===== config.mk =====
export PLATFORM = sky130hd
export DESIGN_NAME = alu_mdu
export DESIGN_NICKNAME = d
export VERILOG_FILES = /design/src/rtl/alu_mdu.sv
export SDC_FILE = /design/constraint.sdc
export NUM_CORES = 1
export LEC_CHECK = 0
export ABC_AREA = 1
export CAP_MARGIN = 5
export CORE_ASPECT_RATIO = 1.25
export CORE_MARGIN = 1.5
export CORE_UTILIZATION = 45
export DETAILED_ROUTE_END_ITERATION = 16
export PLACE_DENSITY = 0.62
export SLEW_MARGIN = 20
export SYNTH_ARGS = -nofsm -noshare
export SYNTH_HDL_FRONTEND = slang
export SYNTH_SLANG_ARGS = --single-unit

===== constraint.sdc =====
create_clock -name clk_w_i -period 4.3 [get_ports clk_w_i]
set_clock_uncertainty 0.15 [all_clocks]
set_input_delay 0.645 -clock clk_w_i [delete_from_list [all_inputs] [get_ports clk_w_i]]
set_output_delay 0.645 -clock clk_w_i [all_outputs]
set_load 0.05 [all_outputs]

===== src/rtl/alu_mdu.sv =====
// alu_mdu: RV base integer ALU plus iterative M-extension multiply/divide behind valid/ready handshakes
// ports: clk_w_i, rst_w_i_l (async active-low), flush_w_i_h aborts any op;
//   request  req_valid_w_i_h/req_ready_w_o_h carrying a_data_w_i, b_data_w_i, alu_control_w_i;
//   response resp_valid_w_o_h/resp_ready_w_i_h carrying alu_res_w_o, zero_w_o_h, illegal_w_o_h.
// define ALU_MDU_DIV_EN to build DIV/DIVU/REM/REMU; without it those opcodes respond as illegal.
module alu_mdu #(
  parameter int XLEN = 32
) (
  input  logic            clk_w_i,
  input  logic            rst_w_i_l,
  input  logic            flush_w_i_h,
  input  logic            req_valid_w_i_h,
  output logic            req_ready_w_o_h,
  input  logic [XLEN-1:0] a_data_w_i,
  input  logic [XLEN-1:0] b_data_w_i,
  input  logic [4:0]      alu_control_w_i,
  output logic            resp_valid_w_o_h,
  input  logic            resp_ready_w_i_h,
  output logic [XLEN-1:0] alu_res_w_o,
  output logic            zero_w_o_h,
  output logic            illegal_w_o_h
);
  localparam int SHW = $clog2(XLEN);
  localparam logic [XLEN-1:0] MIN = {1'b1, {(XLEN-1){1'b0}}};
  localparam logic [SHW:0] NITER = XLEN[SHW:0];
  localparam logic [SHW:0] LAST = {{SHW{1'b0}}, 1'b1};
`ifdef ALU_MDU_DIV_EN
  localparam logic DIV_EN = 1'b1;
  logic [XLEN:0] rs, diff;
`else
  localparam logic DIV_EN = 1'b0;
`endif
  typedef enum logic [1:0] {IDLE, CALC, DONE} state_t;
  state_t state;
  logic [SHW:0] cnt;
  logic [XLEN-1:0] hi, lo, dsr, nhi, nlo, fin, base, spec, am, bm;
  logic [2*XLEN-1:0] prod;
  logic [XLEN:0] sum;
  logic [2:0] op_r;
  logic neg_r, neg, sa, sb, is_m, legal, special;
  logic [4:0] op;
  logic [SHW-1:0] sh;
  assign op = alu_control_w_i;
  assign sh = b_data_w_i[SHW-1:0];
  assign req_ready_w_o_h = state == IDLE && !flush_w_i_h;
  assign resp_valid_w_o_h = state == DONE;
  assign zero_w_o_h = alu_res_w_o == '0;
  always_comb begin
    case (op)
      5'b00000: base = a_data_w_i + b_data_w_i;
      5'b00001: base = a_data_w_i << sh;
      5'b00010: base = {{(XLEN-1){1'b0}}, $signed(a_data_w_i) < $signed(b_data_w_i)};
      5'b00011: base = {{(XLEN-1){1'b0}}, a_data_w_i < b_data_w_i};
      5'b00100: base = a_data_w_i ^ b_data_w_i;
      5'b00101: base = a_data_w_i >> sh;
      5'b00110: base = a_data_w_i | b_data_w_i;
      5'b00111: base = a_data_w_i & b_data_w_i;
      5'b01000: base = a_data_w_i - b_data_w_i;
      5'b01101: base = $signed(a_data_w_i) >>> sh;
      default:  base = '0;
    endcase
  end
  // op[2] selects divide; op[0] marks the unsigned divide forms, op[1:0] the multiply signedness
  always_comb begin
    is_m = op[4:3] == 2'b10;
    legal = (!op[4] && (!op[3] || op[2:0] == 3'b000 || op[2:0] == 3'b101)) || (is_m && (!op[2] || DIV_EN));
    sa = a_data_w_i[XLEN-1] && (op[2] ? !op[0] : op[1:0] != 2'b11);
    sb = b_data_w_i[XLEN-1] && (op[2] ? !op[0] : !op[1]);
    neg = op[2] && op[1] ? sa : sa ^ sb;
    am = sa ? -a_data_w_i : a_data_w_i;
    bm = sb ? -b_data_w_i : b_data_w_i;
    special = op[2] ? (b_data_w_i == '0 || (!op[0] && a_data_w_i == MIN && b_data_w_i == '1))
                    : (a_data_w_i == '0 || b_data_w_i == '0);
    spec = !op[2] ? '0 : b_data_w_i == '0 ? (op[1] ? a_data_w_i : '1) : (op[1] ? '0 : a_data_w_i);
  end
  // multiply: {hi,lo} shifts right, lo holds the multiplier; divide: {hi,lo} shifts left, hi is the remainder
  always_comb begin
    sum = {1'b0, hi} + (lo[0] ? {1'b0, dsr} : '0);
    nhi = sum[XLEN:1];
    nlo = {sum[0], lo[XLEN-1:1]};
    prod = {nhi, nlo};
    prod = neg_r ? -prod : prod;
    fin = op_r == 3'b000 ? prod[XLEN-1:0] : prod[2*XLEN-1:XLEN];
`ifdef ALU_MDU_DIV_EN
    rs = {hi, lo[XLEN-1]};
    diff = rs - {1'b0, dsr};
    if (op_r[2]) begin
      nhi = diff[XLEN] ? rs[XLEN-1:0] : diff[XLEN-1:0];
      nlo = {lo[XLEN-2:0], !diff[XLEN]};
      fin = op_r[1] ? (neg_r ? -nhi : nhi) : (neg_r ? -nlo : nlo);
    end
`endif
  end
  always_ff @(posedge clk_w_i or negedge rst_w_i_l) begin
    if (!rst_w_i_l) begin
      state <= IDLE;
      cnt <= '0;
      hi <= '0;
      lo <= '0;
      dsr <= '0;
      op_r <= '0;
      neg_r <= 1'b0;
      alu_res_w_o <= '0;
      illegal_w_o_h <= 1'b0;
    end else if (flush_w_i_h) state <= IDLE;
    else case (state)
      IDLE: if (req_valid_w_i_h) begin
        illegal_w_o_h <= !legal;
        alu_res_w_o <= !legal ? '0 : !is_m ? base : spec;
        state <= legal && is_m && !special ? CALC : DONE;
        cnt <= NITER;
        hi <= '0;
        lo <= op[2] ? am : bm;
        dsr <= op[2] ? bm : am;
        op_r <= op[2:0];
        neg_r <= neg;
      end
      CALC: begin
        hi <= nhi;
        lo <= nlo;
        cnt <= cnt - LAST;
        if (cnt == LAST) begin
          alu_res_w_o <= fin;
          state <= DONE;
        end
      end
      DONE: if (resp_ready_w_i_h) state <= IDLE;
      default: state <= IDLE;
    endcase
  end
endmodule


==> out/metrics.csv <==
stage,metric,value,unit
synth,"Avg Cell Area, Syn",5.63,sq um
global_routing,initial antenna violation count,7,
worst_setup_path,startpoint types,register,
cts,worst skew pair latency,0.46,ns
worst_setup_path,kind of critical path,register to register,
synth,dominant cell type by area after synthesis,nand2_1,
layout,Final #Nets,4260,
layout,Syn-to-layout area delta,16.2,%
synth,Netlist Area Pre-Place,21800,sq um
sta,period utilization,94.8,%
power_and_ir_drop,Cell Pwr Density,338,nW/um^2
worst_setup_path,crit-path max FO,33,
die,Starting Density,45.8,%
synth,Mapped Cells,3870,
power_and_ir_drop,P_int,4.09,mW
global_routing,first-pass GRT wire length,169,mm
worst_setup_path,crit path launch,lo[0],
synth,Area contributors post-synth,"nand2_1 19%, dfrtp_1 16%, inv_1 8.8%",
synth,Post-synth EDFFs,0,
cts,Clock transition at path regs,0.06,ns
synth,synth unique cells,70,
cts,total CTS buffers,17,
synth,#FFs+latches synth,141,
run_status,run status,completed,
detailed_routing,DRT antenna net count,0,
power_and_ir_drop,clock power share,17.9,%
cts,hold buffer count at CTS,0,
die,core box area,47500,sq um
die,I/O pins,110,
sta,worst-margin pin slew,1.09,ns
synth,sequential-to-total area share from yosys stat,16.2,%
cts,CTS HTree Levels,4,
sta,Final Setup Violations,0,
sta,hold slack,0.106,ns
global_routing,pin count of the biggest net entering global routing,90,
global_routing,grt total ovfl,0,
detailed_routing,total vias in the final route,27900,
min_path,Hold Crit Class,input pin to asynchronous set/reset pin,
sta,Final Max Tran Viols,0,
place,# port buffers,109,
global_routing,vias in the first global route,26900,
synth,"count leader, synth",nand2_1,
power_and_ir_drop,leakage,12.8,nW
detailed_routing,initial DRC count,2849,
worst_setup_path,Worst Setup End Kind,register,
synth,top_reg_cell synth,dfrtp_1,
sta,Slew HR,27.2,%
power_and_ir_drop,sw frac,52.3,%
synth,post-synth top area share,18.8,%
detailed_routing,drt pass-1 iters,6,
power_and_ir_drop,Logic pwr share,57.9,%
power_and_ir_drop,Net Switching,4.47,mW
cts,Clock Tree Buf Depth,2,
worst_setup_path,critical path data arrival time,4.31,ns
cts,post-CTS resize count,0,
cts,CTS tree,done,
detailed_routing,vias per inst,5.93,
synth,Syn Nets,4081,
synth,Synth Warn #,0,
die,die height,249,um
detailed_routing,Post-Route WL,117,mm
worst_setup_path,Worst R2R Setup Slack,0.22,ns
cts,cell at the root of the clock tree,clkbuf_16,
worst_setup_path,"Req. time, crit path",4.53,ns
flow_run,max cap viols,0,
worst_setup_path,FF-to-FF Start,lo[0],
cts,# clock sinks,141,
layout,layout cell share with drive strength beyond 1,8.99,%
synth,ys async rst share,100,%
sta,Fin. Hold Viols,0,
sta,Tmin final,4.08,ns
global_routing,gr usage total,46.7,%
sta,TNS Setup,0,ns
die,die area,49700,sq um
layout,fin util,53.3,%
cts,post-CTS setup buffers,0,
detailed_routing,DRC viols,0,
power_and_ir_drop,Worst IR Drop VDD,0.360,mV
die,Rows,89,
power_and_ir_drop,Flop pwr share,24.2,%
place,DP HPWL,94.5,mm
sta,unrepaired setup endpoints after global routing,false,
place,GP Congestion,1.12,
detailed_routing,routed length per placed instance,24.8,um
synth,Commonest cells post-synth,"1093 x nand2_1, 511 x inv_1, 355 x nor2_1",
sta,Achievable Freq,245,MHz
die,Die X,200,um
==> cell type report <==
| cell class | count | area, sq um |
|---|---|---|
| clock buffer | 19 | 443 |
| inverter | 536 | 2010 |
| timing repair buffer | 321 | 2770 |
| sequential | 141 | 3530 |
| fill | 5125 | 22200 |
| clock inverter | 12 | 139 |
| antenna | 3 | 7.51 |
| multi-input combinational | 3032 | 15600 |
| tap | 637 | 797 |
==> metrics by stage <==
stage          instance area (sq um)  setup slack [ns]  std cells  total power, mW
2_1_floorplan                  21800             0.780       3870             5.02
3_3_place_gp                   24700             0.252       4667             6.81
3_5_place_dp                   24700             0.206       4667             6.83
4_1_cts                        25300             0.399       4698             8.35
5_1_grt                        25300            0.0193       4698             9.02
6_report                       25300             0.222       4701             8.56
==> power by group through the flow <==
stage | combinational [mW] | clock [mW] | sequential (mW)
finish | 4.95 | 1.53 | 2.07
floorplan | 2.75 | 0 | 2.27
global route | 5.35 | 1.57 | 2.10
global placement | 4.75 | 0 | 2.06
CTS | 4.79 | 1.52 | 2.04
detailed placement | 4.77 | 0 | 2.06
==> worst max-delay path, stage by stage (launching register included) <==
cell and delay [ns]:
dfrtp_1 0.40, buf_12 0.17, nand2_1 0.07, inv_1 0.04, ha_1 0.38, nand2_1 0.11
inv_1 0.08, nand2_1 0.25, nor2_2 0.55, nand3_1 0.29, nand4_1 0.17, nand2_1 0.10
nor2_1 0.14, nand2_1 0.06, nor2_1 0.20, nand2_1 0.13, nand2_2 0.11, nand2_1 0.07
nand2_1 0.06, nand3_1 0.06, nand2_1 0.09, nand2_1 0.12, a21oi_1 0.17
==> final timing paths <==
path | to | depth (start not counted)
worst max-delay path | alu_res_w_o[29] | 22
worst min-delay path | cnt[3] | 1
worst max register to register | alu_res_w_o[29] | 22
worst min register to register | hi[14] | 2
max in group asynchronous | hi[5] | 2
min in group clk_w_i | hi[14] | 2
==> registers in the layout, indices dropped and copies added (netlist names) <==
name,count
hi,32
cnt,6
illegal_w_o_h,1
alu_res_w_o,32
neg_r,1
op_r,3
state,2
dsr,32
lo,32
==> cell families (layout without fill, tap and decap cells) <==
group,Yosys count,in the layout,share of synthesized area [%]
multiplexers,11,11,0.505
other,0,3,0
flip-flops,141,141,16.2
adder cells (fa/ha/maj),137,137,7.97
buffers and inverters,697,888,12.2
XOR/XNOR,60,60,2.41
AND/OR/NAND/NOR,1921,1921,37.2
AO/OA/AOI/OAI,903,903,23.5
==> per-layer routing <==
metal	wire, um	track usage, %	vias up
met3	10500	11.9	504
li1	-	-	13100
met5	41	0	-
met1	41000	50.4	12700
met2	52500	74.3	1576
met4	12600	42.4	6
==> placed cells by master, fill, tap and decap left out, types with 11 or more instances in the layout <==
cell type	n
a211oi_1	11
a21oi_1	315
a22oi_1	17
a31oi_1	13
buf_4	205
clkbuf_16	17
clkdlybuf4s50_1	107
dfrtp_1	140
ha_1	134
inv_1	510
inv_2	18
mux2i_1	11
nand2_1	1091
nand2_2	33
nand3_1	249
nand4_1	48
nor2_1	353
nor2_2	24
nor3_1	58
nor4_1	15
o211ai_1	48
o21ai_0	345
o21ai_1	17
o221ai_1	16
o22ai_1	42
or2_2	13
xor2_1	58
Note: power is estimated with default switching activity, not from simulation.
